File: src/rtl/id_scoreboard.sv
// Decode-stage hazard controller: per-register pending-write counters drive a same-cycle stall/issue decision; counters update at clk.
// ex_ready low holds ID without counting a stall. Optional `SB_WB_BYPASS_EN lets a source retiring this cycle issue in the retire cycle.
module id_scoreboard #(
  parameter int NUM_REGS    = 32,
  parameter int IDX_W       = 5,
  parameter int CNT_W       = 2,
  parameter int STALL_CNT_W = 32
) (
  input  logic                   clk,
  input  logic                   rst,
  input  logic                   id_valid,
  input  logic [IDX_W-1:0]       id_ra_idx,
  input  logic                   id_ra_used,
  input  logic [IDX_W-1:0]       id_rb_idx,
  input  logic                   id_rb_used,
  input  logic                   id_reg_wr,
  input  logic [IDX_W-1:0]       id_dest_idx,
  input  logic                   ex_ready,
  input  logic                   flash,
  input  logic                   wb_valid,
  input  logic [IDX_W-1:0]       wb_dest_idx,
  output logic                   issue,
  output logic                   stall_out,
  output logic [NUM_REGS-1:0]    busy_vec,
  output logic                   pending_any,
  output logic                   err_underflow,
  output logic [STALL_CNT_W-1:0] stall_cycles
);

  // Register 0 is never tracked, so the array starts at 1.
  logic [CNT_W-1:0] cnt [1:NUM_REGS-1];

  logic [CNT_W-1:0] ra_cnt, rb_cnt, rd_cnt, wb_cnt;
  logic             rd_hit, wb_hit;
  logic             ra_byp, rb_byp;
  logic             ra_haz, rb_haz, sat_haz;
  logic             inc, dec, underflow;

  // Lookups fall back to zero for index 0 and indices beyond NUM_REGS-1.
  always_comb begin
    ra_cnt   = '0;
    rb_cnt   = '0;
    rd_cnt   = '0;
    wb_cnt   = '0;
    rd_hit   = 1'b0;
    wb_hit   = 1'b0;
    busy_vec = '0;
    for (int r = 1; r < NUM_REGS; r++) begin
      if (id_ra_idx == IDX_W'(r)) ra_cnt = cnt[r];
      if (id_rb_idx == IDX_W'(r)) rb_cnt = cnt[r];
      if (id_dest_idx == IDX_W'(r)) begin
        rd_cnt = cnt[r];
        rd_hit = 1'b1;
      end
      if (wb_dest_idx == IDX_W'(r)) begin
        wb_cnt = cnt[r];
        wb_hit = 1'b1;
      end
      busy_vec[r] = (cnt[r] != '0);
    end
  end

`ifdef SB_WB_BYPASS_EN
  // The last outstanding write retiring now is forwarded by regfile write-through.
  assign ra_byp = wb_valid && (wb_dest_idx == id_ra_idx) && (ra_cnt == CNT_W'(1));
  assign rb_byp = wb_valid && (wb_dest_idx == id_rb_idx) && (rb_cnt == CNT_W'(1));
`else
  assign ra_byp = 1'b0;
  assign rb_byp = 1'b0;
`endif

  assign ra_haz  = id_ra_used && (ra_cnt != '0) && !ra_byp;
  assign rb_haz  = id_rb_used && (rb_cnt != '0) && !rb_byp;
  assign sat_haz = id_reg_wr && (rd_cnt == '1);

  assign stall_out   = id_valid && !flash && (ra_haz || rb_haz || sat_haz);
  assign issue       = id_valid && !flash && !stall_out && ex_ready;
  assign pending_any = |busy_vec;

  assign inc       = issue && id_reg_wr && rd_hit;
  assign dec       = wb_valid && wb_hit && (wb_cnt != '0);
  assign underflow = wb_valid && wb_hit && (wb_cnt == '0);

  always_ff @(posedge clk or posedge rst) begin
    if (rst) begin
      for (int r = 1; r < NUM_REGS; r++) cnt[r] <= '0;
      err_underflow <= 1'b0;
      stall_cycles  <= '0;
    end else begin
      // A same-index issue and retire cancel out.
      for (int r = 1; r < NUM_REGS; r++) begin
        if (inc && (id_dest_idx == IDX_W'(r)) && !(dec && (wb_dest_idx == IDX_W'(r))))
          cnt[r] <= cnt[r] + CNT_W'(1);
        else if (dec && (wb_dest_idx == IDX_W'(r)) && !(inc && (id_dest_idx == IDX_W'(r))))
          cnt[r] <= cnt[r] - CNT_W'(1);
      end
      if (underflow)
        err_underflow <= 1'b1;
      if (stall_out && (stall_cycles != '1))
        stall_cycles <= stall_cycles + STALL_CNT_W'(1);
    end
  end

endmodule

File: config.mk
export PLATFORM = sky130hd
export DESIGN_NAME = id_scoreboard
export DESIGN_NICKNAME = d
export VERILOG_FILES = /design/src/rtl/id_scoreboard.sv
export SDC_FILE = /design/constraint.sdc
export NUM_CORES = 1
export LEC_CHECK = 0
export ABC_AREA = 1
export BUFFER_PORTS_ARGS = -buffer_cell sky130_fd_sc_hd__buf_2
export CAP_MARGIN = 20
export CORE_UTILIZATION = 61
export DETAILED_ROUTE_END_ITERATION = 12
export PLACE_DENSITY_LB_ADDON = 0.2
export SETUP_SLACK_MARGIN = 0.2
export SYNTH_ARGS = -nofsm -noshare
export SYNTH_HDL_FRONTEND = slang
export SYNTH_SLANG_ARGS = --single-unit
File: constraint.sdc
create_clock -name clk -period 4.1 [get_ports clk]
set_clock_uncertainty 0.2 [all_clocks]
set_input_delay 0 -clock clk [delete_from_list [all_inputs] [get_ports clk]]
set_output_delay 0 -clock clk [all_outputs]
set_load 0.03 [all_outputs]
-- After elaboration in Yosys (flattened, before gate mapping)
Cells that the tools add are included.
- register bits: 95
- bits in latches: 0
- memory bits (writable): 0
- memory bits (read-only): 0
- bits of input ports: 29
- logic and storage cells: 740
- memories kept: 0
- add/subtract/negate cells: 63
- $mul: 0
- divide/modulo/power cells: 0
- magnitude comparators: 0
- eq/ne operators: 126
- shift operators: 0
- multiplexer cells: 248
- bitwise logic cells: 0
- reduce and logical (&&, ||, !) cells: 270
- operators with widths (cell ; number):
    2-to-1 mux 2 bit ; 186
    == test 5 bit (second input constant) ; 64
    == test 5 x 4 -> 1 bit (second input constant) ; 32
    logical AND 1 bit ; 137
    nonzero test 2 bit ; 65
    == test 5 x 3 -> 1 bit (second input constant) ; 16
    logical NOT 1 bit ; 64
    adder 2 x 1 -> 2 bit (second input constant) ; 31
    2-to-1 mux 1 bit ; 62
    subtractor 2 x 1 -> 2 bit (second input constant) ; 31
    == test 5 x 2 -> 1 bit (second input constant) ; 8
    adder 32 x 1 -> 32 bit (second input constant) ; 1
    inequality test 32 bit (second input constant) ; 1
    OR reduction 31 bit ; 1
    == test 5 x 1 -> 1 bit (second input constant) ; 4
    == test 2 bit (second input constant) ; 1
    logical NOT 2 bit ; 1
    logical OR 1 bit ; 2

-- Logic depth before layout (Yosys ltp)
- word-level depth: 47
- mapped depth: 35

-- Worst setup path after synthesis
No wires, ideal clock.
- kind: reg-to-reg
- start: register cnt[56] (netlist name)
- end: register cnt[13] (netlist name)
- library setup time: 0.131 ns
- arrival time: 2.821 ns
- path slack: 0.948 ns
- cell stages (with the launch flop): 31
- buffers on the path: 1
- period minus slack after synthesis: 3.152 ns
- cells stage by stage: dfrtp_1 -> inv_1 -> nand4_1 -> nand2_1 -> nand4_1 -> nand2_1 -> nand2_1 -> nand2_1 -> nand4_1 -> nand2_1 -> nand2_1 -> nand2_1 -> nand4_1 -> nand2_1 -> nand2_1 -> nand2_1 -> nand3b_1 -> nand2_1 -> nand3_1 -> nand2_1 -> nand3_1 -> nand2_1 -> nand2_1 -> nand2_1 -> nand4_4 -> buf_6 -> nor3_2 -> ha_1 -> a21oi_1 -> o21ai_0 -> xor2_1
- word-level cells in the longest chain between the ends: 43
- elaborated cells between the ends (all ways): 140
- those cells by class: 1 x eq/ne; 117 x mux; 22 x reduce/logical
- ends and longest elaborated chain (what ; RTL line ; RTL):
    start, declared ; 31 ; logic [CNT_W-1:0] cnt [1:NUM_REGS-1];
    start signal, assigned by index ; 93 ; cnt[r] <= cnt[r] + CNT_W'(1);
    start signal, assigned by index ; 95 ; cnt[r] <= cnt[r] - CNT_W'(1);
    2-to-1 mux 2 bit, on equally long branches (29 in series) ; 49, 50 ;
    nonzero test 2 bit, on equally long branches ; 72, 73 ;
    logical AND 1 bit, on equally long branches ; 72, 73 ;
    logical OR 1 bit (2 in series) ; 76 ; assign stall_out = id_valid && !flash && (ra_haz || rb_haz || sat_haz);
    logical AND 1 bit ; 76 ;
    logical NOT 1 bit ; 77 ; assign issue = id_valid && !flash && !stall_out && ex_ready;
    logical AND 1 bit (2 in series) ; 77 ;
    logical AND 1 bit (2 in series) ; 80 ; assign inc = issue && id_reg_wr && rd_hit;
    logical AND 1 bit ; 92, 94 ;
    logical NOT 1 bit ; 94 ; else if (dec && (wb_dest_idx == IDX_W'(r)) && !(inc && (id_dest_idx == IDX_W'(r))))
    logical AND 1 bit ; 94 ;
    nonzero test 2 bit (no line) ; - ;
Several ways; a longest one is shown, not always the timed one.
A chain may end at the register's enable or synchronous reset.

-- Worst setup path in the final report
- start: register cnt[60] (netlist name)
- end: register cnt[49] (netlist name)
- word-level cells in the longest chain between the ends: 45
- elaborated cells between the ends (all ways): 148
- those cells by class: 1 x eq/ne; 125 x mux; 22 x reduce/logical
- ends and longest elaborated chain (what ; RTL line):
    2-to-1 mux 2 bit, on equally long branches (31 in series) ; 49, 50
    nonzero test 2 bit, on equally long branches ; 72, 73
    logical AND 1 bit, on equally long branches ; 72, 73
    logical OR 1 bit (2 in series) ; 76
    logical AND 1 bit ; 76
    logical NOT 1 bit ; 77
    logical AND 1 bit (2 in series) ; 77
    logical AND 1 bit (2 in series) ; 80
    logical AND 1 bit ; 92, 94
    logical NOT 1 bit ; 94
    logical AND 1 bit ; 94
    nonzero test 2 bit (no line) ; -
Several ways; a longest one is shown, not always the timed one.

==> metrics.md <==
| Metric | Value |
|---|---|
| Outcome | finished with violations |
| Failing checks | setup timing |
| DRC Markers | 0 |
| Type of the tightest min-delay check | primary input to asynchronous set/reset pin |
| Met1 Use GR | 57.1% |
| # diodes | 0 |
| Routed via count | 11300 |
| CTS max path bufs | 2 |
| Top FF cell, synth | dfrtp_1 |
| Clk sinks | 95 |
| Design area | 11200 um^2 |
| Placed instance area | 10100 um^2 |
| Final setup margin | -0.123 ns |
| Max-cap viol count | 0 |
| Initial antenna violation count | 0 |
| R2R cell count | 33 |
| Clock Pin Slew Worst Setup and Hold Paths | 0.08 ns |
| Avg WL per Cell | 21.1 um |
| HPWL Detailed | 26.8 mm |
| Later-pin clock latency in the skew report | 0.36 ns |
| Worst Path Buf+Inv | 4 |
| Initial core utilization | 62.7% |
| Reg area | 2380 um^2 |
| DRT Pass-1 Iters | 7 |
| Max-slew violations | 0 |
| Total track usage | 44.0% |
| Cell Rows | 44 |
| Mean Syn Cell Area | 6.40 um^2 |
| Distinct cells, synth | 41 |
| Port buffer count | 95 |
| Die H | 124 um |
| Crit path arrival time | 4.27 ns |
| #FFs+latches synth | 95 |
| Crit Path Class | register to register |
| Post-Syn Instances | 1423 |
| Warning count from the yosys run | 0 |
| GP Congestion | 1.13 |
| WP depth | 33 |
| Congestion Overflow GR | 0 |
| Clock root buffer | clkbuf_16 |
| Share of flip-flops with an asynchronous set or reset | 100% |
| Final wirelength | 37.0 mm |
| Critical Path Max Stage Delay | 0.48 ns |
| Vias in the first global route | 10100 |
| Final core utilization | 77.3% |
| Core box area | 14500 um^2 |
| Period utilization | 103% |
| Minimum clock period | 4.22 ns |
| GR Util met2 | 70.2% |
| Fin Hold WS | 0.150 ns |
| Pwr dens | 392 nW/um^2 |
| Final setup viols | 22 |
| Die span in x | 124 um |
| Grt met3 use | 8.28% |
| Filler cell count | 1101 |
| Die area | 15400 um^2 |
| Leak Pwr | 5.14 nW |
| TritonCTS clock tree | yes |
| Critical Path RT | 4.15 ns |
| First-pass GRT wire length | 53.6 mm |
| ANT nets after route | 0 |
| Inserted Clock Buffers | 9 |
| Multi-input logic area | 6280 um^2 |
| Overall power | 4.40 mW |
| CP Launch Type | register |
| VDD IR max | 0.000367 V |
| Area added between synthesis and finish | 23.3% |
| CP most frequent cell | nand2_1 |
| Post-Syn Area | 9110 um^2 |
| Syn Nets | 1484 |
| Number of top-level pins | 97 |
| Hold Vio Cnt, Final | 0 |
| Post-synth EDFFs | 0 |
| Layout cell share with drive strength beyond 1 | 21.7% |
| Register area share after synthesis | 26.1% |
| Critical path's top delay family | simple AND/OR/NAND/NOR gates |
| CP Capture Type | register |
| GRT Max-Usage Layer | met2 |
| Vias per inst | 6.43 |
| Final nets | 1628 |
| Worst-Margin Slew | 0.893 ns |
| Largest net degree at the start of global routing | 68 |
| Placed Cells | 1727 |
| Pre-CTS setup slack | -0.00512 ns |
| RSZ-0062 raised after global routing | true |
| Htree depth | 3 |
| Setup TNS | -0.745 ns |
| Fin cells | 1756 |
| Slew HR | 40.5% |
| Drt initial violations | 1769 |
| Critical path peak fanout | 5 |
| Fmax | 237 MHz |
| CP max-delay cell | dfrtp_2 |
==> layout make-up <==
| cell class | instances | share of cell area [%] |
|---|---|---|
| repair buffers | 171 | 11.1 |
| well taps | 184 | 2.05 |
| flip-flops and latches | 95 | 21.2 |
| inverters | 211 | 7.07 |
| multi-input cells | 1079 | 55.9 |
| clock inverters | 6 | 0.579 |
| clock buffers | 10 | 2.04 |
==> state kept, by name, summed over array words and instances, names as in the netlist <==
| name | count |
|---|---|
| cnt | 62 |
| err_underflow | 1 |
| stall_cycles | 32 |
==> cell usage in the layout, fill, tap and decap left out, types with 14 or more instances in the layout <==
master,netlist,layout
nand4_1,117,117
nor3_1,47,46
nor4_1,18,17
a21oi_1,55,31
buf_4,1,51
dfrtp_1,95,89
a21oi_2,0,24
nand2_1,391,389
nor2_1,158,155
nor3_2,33,20
inv_2,21,26
ha_1,32,19
o21ai_0,54,24
o21ai_1,1,21
inv_1,187,181
buf_6,6,14
buf_2,7,94
nand3_1,49,46
xor2_1,48,48
xnor2_1,43,30
nor3_4,1,15
==> worst reg2reg max path, delay by kind of cell (launching register included) <==
family	cells	cell delay [ns]
and+or+nand+nor	25	2.10
DFF	1	0.48
adders and majority gates	1	0.29
xor gates and xnor gates	1	0.16
AOI/OAI and AO/OA	2	0.28
buffers and inverters	4	0.58
==> synthesized netlist by cell type (2+ instances only) <==
library cell	count	area [um^2]
xor2_1	48	420
inv_2	21	78.8
nand4_1	117	732
nor2_4	2	22.5
nor4_1	18	113
a21oi_1	55	275
nor2_1	158	593
nand3_1	49	245
nor2_2	6	37.5
inv_1	187	702
o2111ai_1	2	17.5
clkbuf_1	23	86.3
dfrtp_1	95	2380
nand3_2	2	20.0
o22ai_1	5	31.3
a31oi_1	3	18.8
xnor2_1	43	377
nor3_1	47	235
nor3_2	33	330
buf_6	6	67.6
buf_2	7	35.0
clkinv_1	3	11.3
nand2_1	391	1470
o21ai_0	54	270
ha_1	32	400
==> kinds of logic after synthesis <==
| group | Yosys count | share of synthesized area (%) |
|---|---|---|
| other cells | 1 | 0.0411 |
| flops | 95 | 26.1 |
| simple gates | 829 | 42.5 |
| xor+xnor | 91 | 8.75 |
| fa+ha+maj | 32 | 4.39 |
| buf+inv | 249 | 10.9 |
| compound gates | 126 | 7.32 |
==> where the power goes <==
group | total (mW) | switching (mW) | internal, mW
clock | 0.881 | 0.450 | 0.431
combinational | 1.86 | 1.32 | 0.547
sequential | 1.66 | 0.463 | 1.19
total | 4.40 | 2.23 | 2.17
==> metal layers <==
layer	part of all wire, %	routed length (um)	up-vias
met1	36	13300	5201
met4	6.5	2410	0
li1	-	-	4949
met2	45	16600	925
met3	13	4790	216
met5	0	0	-
==> timing repair <==
item,CTS,global route
gates cloned,0,4
gates resized for setup,5,148
setup buffers,0,8
endpoints found under the hold margin,66,0
hold buffers,1,0
setup endpoints to repair,22,63
pin swaps,0,38
==> final timing paths <==
kind / endpoint / start / slack, ns
max in group asynchronous: cnt[55] / rst / 2.56
hold / removal: cnt[22] / rst / 0.15
setup reg to reg: cnt[49] / cnt[60] / -0.12
min in group clk: stall_cycles[15] / id_ra_used / 0.18
hold reg to reg: err_underflow / err_underflow / 0.27
setup / recovery: cnt[49] / cnt[60] / -0.12
No activity file was read; power rests on OpenSTA's default activity.
